`src/rtl/pipe_ctrl_pkg.sv`:
```
// ---------------------------------------------------------------------------
// pipe_ctrl_pkg
//   Shared definitions for the pipeline hazard controller.
//   - RA_W            : default register-address width
//   - state_e         : controller FSM states (RUN / MEM_WAIT / ERR)
//   - FWD_REG/MEM/WB  : ALU operand forwarding-select encodings
// ---------------------------------------------------------------------------
package pipe_ctrl_pkg;

    localparam int RA_W = 5;

    typedef enum logic [1:0] {
        ST_RUN      = 2'd0,
        ST_MEM_WAIT = 2'd1,
        ST_ERR      = 2'd2
    } state_e;

    localparam logic [1:0] FWD_REG = 2'b00;  // operand from register file
    localparam logic [1:0] FWD_MEM = 2'b01;  // operand from MEM-stage result
    localparam logic [1:0] FWD_WB  = 2'b10;  // operand from WB-stage result

endpackage

```
`src/rtl/hazard_match.sv`:
```
// ---------------------------------------------------------------------------
// hazard_match
//   Combinational compare of one source register against one downstream
//   destination register. x0 is hardwired to zero, so it never matches.
// Ports:
//   rs_i        source register address (instruction in ID)
//   rs_used_i   ID instruction actually reads rs_i
//   rd_i        destination register address of a downstream stage
//   rd_write_i  downstream instruction writes rd_i
//   hit_o       1 when the source depends on that destination
// ---------------------------------------------------------------------------
module hazard_match #(
    parameter int RA_W = pipe_ctrl_pkg::RA_W
) (
    input  logic [RA_W-1:0] rs_i,
    input  logic            rs_used_i,
    input  logic [RA_W-1:0] rd_i,
    input  logic            rd_write_i,
    output logic            hit_o
);

    assign hit_o = rs_used_i & rd_write_i & (rd_i != '0) & (rs_i == rd_i);

endmodule

```
`src/rtl/pipeline_hazard_ctrl.sv`:
```
// ---------------------------------------------------------------------------
// pipeline_hazard_ctrl
//   Sequences a 5-stage IF/ID/EX/MEM/WB pipeline: generates the pipeline
//   register write enables, IF/ID flush, ID/EX bubble and ALU forwarding
//   selects. Handles load-use / RAW stalls, taken-branch flushes and
//   multi-cycle data-memory waits with a timeout into a sticky error state.
//
// Configuration macro:
//   FWD_UNIT_EN  defined   : forwarding unit present, only load-use stalls
//                undefined : no forwarding, stall on EX or MEM writer match
//
// Ports:
//   clk, rst                 clock, asynchronous active-high reset
//   id_rs1/id_rs2            source registers of the ID instruction
//   id_use_rs1/id_use_rs2    ID instruction reads rs1/rs2
//   ex_rd/ex_reg_write       EX destination and write flag
//   ex_mem_read              EX instruction is a load
//   mem_rd/mem_reg_write     MEM destination and write flag
//   wb_rd/wb_reg_write       WB destination and write flag
//   branch_taken             EX resolved a taken branch
//   dmem_req/dmem_ack        data-memory access / completion in MEM
//   pc_write .. exmem_write  pipeline register control
//   fwd_a/fwd_b              ALU operand selects (00 reg, 01 MEM, 10 WB)
//   mem_tmo_err              sticky data-memory timeout error
//   stall_cnt                saturating count of cycles with pc_write=0
// ---------------------------------------------------------------------------
module pipeline_hazard_ctrl #(
    parameter int RA_W    = pipe_ctrl_pkg::RA_W,
    parameter int MEM_TMO = 15,
    parameter int TMO_W   = 4,
    parameter int PERF_W  = 16
) (
    input  logic              clk,
    input  logic              rst,
    input  logic [RA_W-1:0]   id_rs1,
    input  logic [RA_W-1:0]   id_rs2,
    input  logic              id_use_rs1,
    input  logic              id_use_rs2,
    input  logic [RA_W-1:0]   ex_rd,
    input  logic              ex_reg_write,
    input  logic              ex_mem_read,
    input  logic [RA_W-1:0]   mem_rd,
    input  logic              mem_reg_write,
    input  logic [RA_W-1:0]   wb_rd,
    input  logic              wb_reg_write,
    input  logic              branch_taken,
    input  logic              dmem_req,
    input  logic              dmem_ack,
    output logic              pc_write,
    output logic              ifid_write,
    output logic              ifid_flush,
    output logic              idex_write,
    output logic              idex_bubble,
    output logic              exmem_write,
    output logic [1:0]        fwd_a,
    output logic [1:0]        fwd_b,
    output logic              mem_tmo_err,
    output logic [PERF_W-1:0] stall_cnt
);

    import pipe_ctrl_pkg::*;

    // -----------------------------------------------------------------------
    // Dependency matrix: hit[r][s] = ID source r depends on stage s writer
    //   r: 0 = rs1, 1 = rs2      s: 0 = EX, 1 = MEM, 2 = WB
    // -----------------------------------------------------------------------
    logic [RA_W-1:0] src_rs   [2];
    logic [1:0]      src_used;
    logic [RA_W-1:0] stage_rd [3];
    logic [2:0]      stage_we;
    logic [2:0]      hit      [2];

    assign src_rs[0]   = id_rs1;
    assign src_rs[1]   = id_rs2;
    assign src_used    = {id_use_rs2, id_use_rs1};
    assign stage_rd[0] = ex_rd;
    assign stage_rd[1] = mem_rd;
    assign stage_rd[2] = wb_rd;
    assign stage_we    = {wb_reg_write, mem_reg_write, ex_reg_write};

    genvar gr, gi;
    generate
        for (gr = 0; gr < 2; gr++) begin : g_src
            for (gi = 0; gi < 3; gi++) begin : g_stage
                hazard_match #(.RA_W(RA_W)) u_match (
                    .rs_i       (src_rs[gr]),
                    .rs_used_i  (src_used[gr]),
                    .rd_i       (stage_rd[gi]),
                    .rd_write_i (stage_we[gi]),
                    .hit_o      (hit[gr][gi])
                );
            end
        end
    endgenerate

    // -----------------------------------------------------------------------
    // RAW stall condition and forwarding selects
    // -----------------------------------------------------------------------
    logic       raw_stall;
    logic [1:0] fwd_a_sel;
    logic [1:0] fwd_b_sel;

`ifdef FWD_UNIT_EN
    // With forwarding only a load in EX cannot be bypassed in time.
    assign raw_stall = ex_mem_read & (hit[0][0] | hit[1][0]);
    // MEM holds the younger write to the same register, so it wins over WB.
    assign fwd_a_sel = hit[0][1] ? FWD_MEM : (hit[0][2] ? FWD_WB : FWD_REG);
    assign fwd_b_sel = hit[1][1] ? FWD_MEM : (hit[1][2] ? FWD_WB : FWD_REG);
`else
    // No bypass: wait until the producer reaches WB; the write-first
    // register file covers the WB case.
    assign raw_stall = hit[0][0] | hit[0][1] | hit[1][0] | hit[1][1];
    assign fwd_a_sel = FWD_REG;
    assign fwd_b_sel = FWD_REG;
    logic unused_nofwd;
    assign unused_nofwd = &{1'b0, ex_mem_read, hit[0][2], hit[1][2]};
`endif

    // -----------------------------------------------------------------------
    // FSM and timeout counter
    // -----------------------------------------------------------------------
    state_e            state_q, state_d;
    logic [TMO_W-1:0]  tmo_q, tmo_d;
    logic [TMO_W-1:0]  tmo_inc;
    logic [PERF_W-1:0] stall_cnt_q, stall_cnt_d;
    logic              freeze;

    logic pc_w, ifid_w, ifid_f, idex_w, idex_b, exmem_w;

    assign tmo_inc = tmo_q + TMO_W'(1);
    assign freeze  = ((state_q == ST_RUN) & dmem_req & ~dmem_ack) |
                     ((state_q == ST_MEM_WAIT) & ~dmem_ack);

    always_ff @(posedge clk or posedge rst) begin
        if (rst) begin
            state_q     <= ST_RUN;
            tmo_q       <= '0;
            stall_cnt_q <= '0;
        end else begin
            state_q     <= state_d;
            tmo_q       <= tmo_d;
            stall_cnt_q <= stall_cnt_d;
        end
    end

    always_comb begin
        state_d = state_q;
        tmo_d   = tmo_q;
        pc_w    = 1'b1;
        ifid_w  = 1'b1;
        ifid_f  = 1'b0;
        idex_w  = 1'b1;
        idex_b  = 1'b0;
        exmem_w = 1'b1;

        if (state_q == ST_ERR) begin
            pc_w    = 1'b0;
            ifid_w  = 1'b0;
            idex_w  = 1'b0;
            exmem_w = 1'b0;
        end else if (freeze) begin
            // Whole pipeline holds; EX keeps any taken branch for release.
            pc_w    = 1'b0;
            ifid_w  = 1'b0;
            idex_w  = 1'b0;
            exmem_w = 1'b0;
            tmo_d   = tmo_inc;
            state_d = (tmo_inc == TMO_W'(MEM_TMO)) ? ST_ERR : ST_MEM_WAIT;
        end else begin
            // RUN, or MEM_WAIT on the ack (release) cycle.
            state_d = ST_RUN;
            tmo_d   = '0;
            if (branch_taken) begin
                // Squash the two wrong-path instructions; redirect PC.
                ifid_f = 1'b1;
                idex_b = 1'b1;
            end else if (raw_stall) begin
                pc_w   = 1'b0;
                ifid_w = 1'b0;
                idex_b = 1'b1;
            end
        end
    end

    always_comb begin
        stall_cnt_d = stall_cnt_q;
        if (!pc_w && (stall_cnt_q != '1)) begin
            stall_cnt_d = stall_cnt_q + PERF_W'(1);
        end
    end

    // -----------------------------------------------------------------------
    // Outputs: reset forces a safe pipeline state (flush + bubble, no writes)
    // -----------------------------------------------------------------------
    assign pc_write    = rst ? 1'b0    : pc_w;
    assign ifid_write  = rst ? 1'b0    : ifid_w;
    assign ifid_flush  = rst ? 1'b1    : ifid_f;
    assign idex_write  = rst ? 1'b1    : idex_w;
    assign idex_bubble = rst ? 1'b1    : idex_b;
    assign exmem_write = rst ? 1'b0    : exmem_w;
    assign fwd_a       = rst ? FWD_REG : fwd_a_sel;
    assign fwd_b       = rst ? FWD_REG : fwd_b_sel;
    assign mem_tmo_err = ~rst & (state_q == ST_ERR);
    assign stall_cnt   = stall_cnt_q;

endmodule

```
`config.mk`:
```
export PLATFORM = sky130hd
export DESIGN_NAME = pipeline_hazard_ctrl
export DESIGN_NICKNAME = d
export VERILOG_FILES = /design/src/rtl/pipe_ctrl_pkg.sv /design/src/rtl/hazard_match.sv /design/src/rtl/pipeline_hazard_ctrl.sv
export SDC_FILE = /design/constraint.sdc
export NUM_CORES = 1
export LEC_CHECK = 0
export BUFFER_PORTS_ARGS = -buffer_cell sky130_fd_sc_hd__buf_2
export CAP_MARGIN = 20
export CORE_MARGIN = 2
export CORE_UTILIZATION = 35
export CTS_CLUSTER_SIZE = 10
export DETAILED_ROUTE_END_ITERATION = 16
export GPL_ROUTABILITY_DRIVEN = 0
export HOLD_SLACK_MARGIN = 0.15
export SLEW_MARGIN = 20
export SYNTH_ARGS = -nofsm -noshare
export SYNTH_HDL_FRONTEND = slang
export SYNTH_SLANG_ARGS = --single-unit
```
`constraint.sdc`:
```
create_clock -name clk -period 1.9 [get_ports clk]
set_input_delay 0.095 -clock clk [delete_from_list [all_inputs] [get_ports clk]]
set_output_delay 0.095 -clock clk [all_outputs]
set_load 0.005 [all_outputs]
```
==> reports/results.tsv, run 1 <==
metric	value	unit
cp_top_family	simple AND/OR/NAND/NOR gates	
synth_area_per_cell	9.804	um^2
syn-cell-area	0.001490	mm^2
hold_class	input port to register	
antenna_cells	0	
drv_cap	0	
cp.required	2050	ps
io_buffers	51	
grt_use_met1	17.05	%
maxSlewViolCount	0	
yosysSeqAreaShare	36.94	%
wl_per_cell	12.65	um
fmax	549.6	MHz
path_depth	7	
total_power	1.400	mW
swShare	31.38	%
root_buffer	clkbuf_8	
overflow	0	
synth_cells	152	
area_growth_syn_to_layout	33.08	%
worst_ep_arrival_time	1970	ps
ctsHtreeMaxLevel	1	
vias	1298	
dp_hpwl	2792	um
cp_num_buf_inv	0	
finalClockSkew	2.052	ps
grt_busiest_layer	met2	
p_int	0.9606	mW
grt_pass1_wl	5727	um
fp-row-count	23	
worstRegToRegCells	7	
die_area	0.004796	mm^2
worstSetupStartpointType	register	
tritoncts	done	
cpMaxStageDelayCell	dfrtp_1	
final_common_cell	buf_2	
grt_max_degree	23	
ant_nets	0	
start_util	36.73	%
drtIter0Drc	28	
path_clk_slew	70	ps
vias_per_cell	4.772	
fin_cells	272	
synth-warning-count	0	
async_flop_share	100.0	%
cp_cell_sequence	and3_4 > and2_2 > nand3_2 > nor4_2 > o21ba_4 > and4_1 > xor2_1	
die_y	69.25	um
clockBufferDepth	2	
dr.pass1.iters	4	
layout.nets	263	
layout-drive-gt1-share	39.64	%
ir_drop	0.0006093	V
synth_seq_cells	22	
final_cell_mix	buf_2, xnor2_1, dfrtp_1	
drc	0	
drt_wl_total	3442	um
antenna_found_initial	0	
post_dp_cell_area	0.001911	mm^2
outcome	finished, final reports clean	
synthFlopType	dfrtp_1	
final_cell_area	0.001983	mm^2
insertion_delay	260	ps
min_path_cells	4	
power.share.clock	20.5	%
slowest_delay	360	ps
dpl.cell_count	267	
core	0.004058	mm^2
cp-end-kind	register	
period_needed	1819	ps
met3_usage	3.198	%
power.leakage	0.9290	nW
cts_made_buffers	3	
cts_sinks	22	
hold_ws	243.6	ps
setup_viol_count_final	0	
fp.dieW	69.25	um
grt_pass1_vias	1326	
p_seq_share	42.7	%
critical_path_class	register to register	
ios	63	
synth_cell_types	42	
nFillCells	409	
power_density	706.0	mW/mm^2
grtUsageMet2	26.28	%
crit_path_max_fanout	7	
hold_violations	0	
timing.final.crit_share	95.76	%
switching_power	0.4394	mW
p_comb_share	36.8	%
gr-usage-all-layers	14.46	%
synth_edf_count	0	
worst min-delay path: stages:
cell      delay, ps
buf_2            70
o21bai_2        110
buf_4           110
o32ai_1          70
cells by family after synthesis:
family	synth area share [%]
AOI/OAI and AO/OA	9.236
xor gates and xnor gates	20.57
adders and majority gates	2.519
buffers and inverters	4.282
DFF	36.94
muxes	1.763
other	0.2516
and+or+nand+nor	24.43
area by class of cell:
type	instances	area (um^2)	area share, %
clock buffer	3	41.29	2.082
inverter	4	15.01	0.7571
multi-input combinational	123	900.9	45.43
sequential	22	550.5	27.76
tap	50	62.56	3.155
timing repair buffer	70	412.9	20.82
power by group through the flow:
stage	clock network (mW)	registers (mW)	logic [mW]
CTS	0.299	0.597	0.515
floorplan	0	0.641	0.210
global placement	0	0.604	0.504
finish	0.287	0.598	0.515
global route	0.314	0.611	0.566
detailed placement	0	0.606	0.511
cells in the mapped netlist (2+ instances only):
master,n,area [um^2]
o21ai_1,2,10.01
and3_1,4,25.02
buf_4,5,37.54
nand4_1,4,25.02
nand2_1,17,63.81
nand3_1,4,20.02
nor3_1,3,15.01
inv_1,4,15.01
nor2b_1,2,12.51
xnor2_1,22,192.7
nand2b_1,3,18.77
nand4_2,2,25.02
o22ai_1,2,12.51
nand3_2,2,20.02
o32ai_1,2,17.52
ha_1,3,37.54
nor4_1,3,18.77
nor2_1,4,15.01
dfrtp_1,22,550.5
or4_1,2,15.01
xor2_1,13,113.9
and4_1,2,17.52
o21ai_0,5,25.02
a21oi_1,2,10.01
per-layer routing:
metal	wire length [um]	vias to the layer above	share of wire, %
li1	-	664	-
met1	1510	604	44
met2	1755	26	51
met3	136	4	4.0
met4	40	0	1.2
met5	0	-	0
path summary, 6_finish.rpt:
check	startpoint	endpoint	slack (ps)
max reg2reg	stall_cnt[7]	stall_cnt[4]	80
max	stall_cnt[7]	stall_cnt[4]	80
min reg2reg	stall_cnt[15]	stall_cnt[15]	510
max in group asynchronous	rst	state_q[0]	1180
min	dmem_ack	tmo_q[1]	240
min in group asynchronous	rst	tmo_q[3]	500
state kept, by name (all words and copies together), names as in the netlist:
| register | cells |
|---|---|
| tmo_q | 4 |
| stall_cnt | 16 |
| state_q | 2 |
timing repair:
item,in CTS,in global routing
hold endpoints to repair,22,0
hold buffers,1,0
resized for setup,0,3
setup buffers,0,1
endpoints found under the setup margin,0,6
metrics by stage:
stage | setup WS, ps | utilization (%) | setup TNS, ps
after floorplan | 62.40 | - | 0
after global placement | -5.857 | 47.09 | -5.857
after detailed placement | -33.29 | 47.09 | -33.29
after CTS | 29.20 | 48.35 | 0
after global routing | -0.9179 | 48.87 | -0.9179
final | 80.61 | 48.87 | 0
Note: power is estimated with default switching activity, not from simulation.
==> run 2, diff against run 1 <==
PLACE_DENSITY = 0.65   (was default)
==> run 2 against run 1 <==
Clock power decreased by 2%. Sequential power about the same. First-iteration DRC count increased by 14%. Global-route usage increased by 0.45 points. Clock skew increased by 1.4 ps. Critical path depth unchanged. Power decreased by 0.13%. Sequential cell count did not move. Register-to-register slack better by 50 ps. Hold slack better by 8.8 ps. Wire length down 1.6%. Critical path type unchanged. Highest routed layer unchanged.
==> reports/results.tsv, run 2 (synthesis gave the netlist of run 1 again) <==
metric	value	unit	change
final_common_cell	buf_2		
path_clk_slew	70	ps	about the same
layout-drive-gt1-share	39.29	%	-0.35 points
r2r_slack	130	ps	+50 ps
overflow	0		unchanged
dp_hpwl	2716	um	-2.7%
cp_top_family	simple AND/OR/NAND/NOR gates		
antenna_cells	0		unchanged
dr.pass1.iters	4		unchanged
cts_sinks	22		unchanged
worst_ep_arrival_time	1960	ps	about the same
gr-usage-all-layers	14.92	%	+0.45 points
period_needed	1773	ps	-46.39 ps
cp_cell_sequence	ha_2 > nand4_1 > nor4_2 > o21ba_4 > buf_4 > nand3_1 > xnor2_1		
vias	1320		+1.7%
power.leakage	0.9356	nW	+0.70%
drc	0		unchanged
insertion_delay	260	ps	about the same
ios	63		unchanged
io_buffers	51		unchanged
slowest_delay	390	ps	+30 ps
pre_cts_slack	12.17	ps	+45.46 ps
fin_ws	127.0	ps	+46.39 ps
drv_cap	0		unchanged
critical_path_class	register to register		
cts_made_buffers	3		unchanged
cp-end-kind	register		
power_density	706.8	mW/mm^2	+0.12%
ir_drop	0.0004803	V	-21%
grt_max_degree	23		unchanged
hold_violations	0		unchanged
timing.final.crit_share	93.32	%	-2.4 points
hold_class	input port to register		
drt_wl_total	3388	um	-1.6%
grt_pass1_vias	1293		-2.5%
worstSetupStartpointType	register		
maxSlewViolCount	0		unchanged
final_cell_mix	buf_2, xnor2_1, dfrtp_1		
fp.dieW	69.25	um	unchanged
fp-row-count	23		unchanged
cp_num_buf_inv	1		+1
die_area	0.004796	mm^2	unchanged
tritoncts	done		
start_util	36.73	%	unchanged
area_growth_syn_to_layout	32.75	%	
crit_path_max_fanout	9		+2
root_buffer	clkbuf_8		
cpMaxStageDelayCell	dfrtp_1		
post-route-util	48.75	%	-0.12 points
die_y	69.25	um	unchanged
wl_per_cell	12.36	um	-2.3%
layout.nets	265		+0.76%
ant_nets	0		unchanged
core	0.004058	mm^2	unchanged
drtIter0Drc	32		+14%
largest_reg_flops	16		unchanged
grt_pass1_wl	5899	um	+3.0%
outcome	finished, final reports clean		
finalClockSkew	3.412	ps	+1.360 ps
antenna_found_initial	0		unchanged
cp.required	2080	ps	+30 ps
vias_per_cell	4.818		+0.95%
fmax	564.0	MHz	+2.6%
clockBufferDepth	2		unchanged
ctsHtreeMaxLevel	1		unchanged
setup_viol_count_final	0		unchanged
[run 2: final cells by class]
class                           instances  area [um^2]
Sequential cell                        22        550.5
Timing Repair Buffer                   72        419.2
Multi-Input combinational cell        123        889.6
Tap cell                               50        62.56
Fill cell                             412         2079
Inverter                                4        15.01
Clock buffer                            3        41.29
[run 2: final timing paths]
path | endpoint | startpoint | cells past startpoint
min in group asynchronous | tmo_q[3] | rst | 4
hold reg to reg | stall_cnt[8] | stall_cnt[8] | 1
max in group asynchronous | stall_cnt[15] | rst | 4
hold / removal | tmo_q[1] | dmem_ack | 4
setup reg to reg | stall_cnt[8] | stall_cnt[1] | 7
setup / recovery | stall_cnt[8] | stall_cnt[1] | 7
[run 2: tightest hold or removal path, stage by stage]
cell and delay, ps:
buf_2 70, o21bai_1 110, buf_4 120, o32ai_1 60
[run 2: routing by layer]
metal,share of wire (%),up-vias,GRT usage (%)
li1,-,668,-
met1,46,622,19.51
met2,49,26,25.00
met3,4.3,4,4.070
met4,0.80,0,2.614
met5,0,-,0
[run 2: where the power goes]
part,switching [mW],leakage (nW),total (mW),internal [mW]
Sequential,0.0561,0.283,0.598,0.542
Clock,0.139,0.0216,0.280,0.141
Combinational,0.238,0.631,0.520,0.282
[run 2: metrics by stage]
stage | power (mW) | TNS [ps] | instance area, um^2 | hold slack (ps) | cells
finish | 1.398 | 0 | 1978 | 252.5 | 274
global route | 1.517 | -54.08 | 1978 | 289.0 | 274
CTS | 1.406 | 0 | 1957 | 250.5 | 272
detailed placement | 1.114 | 0 | 1906 | 231.2 | 268
global placement | 1.101 | 0 | 1906 | 227.3 | 268
floorplan | 0.8515 | 0 | 1501 | 98.46 | 155
[run 2: repair_timing]
item                                    4_1_cts  5_1_grt
endpoints found under the hold margin        22        0
resized for setup                             0        2
endpoints found under the setup margin        0        8
hold buffers                                  1        0
setup buffers                                 0        2
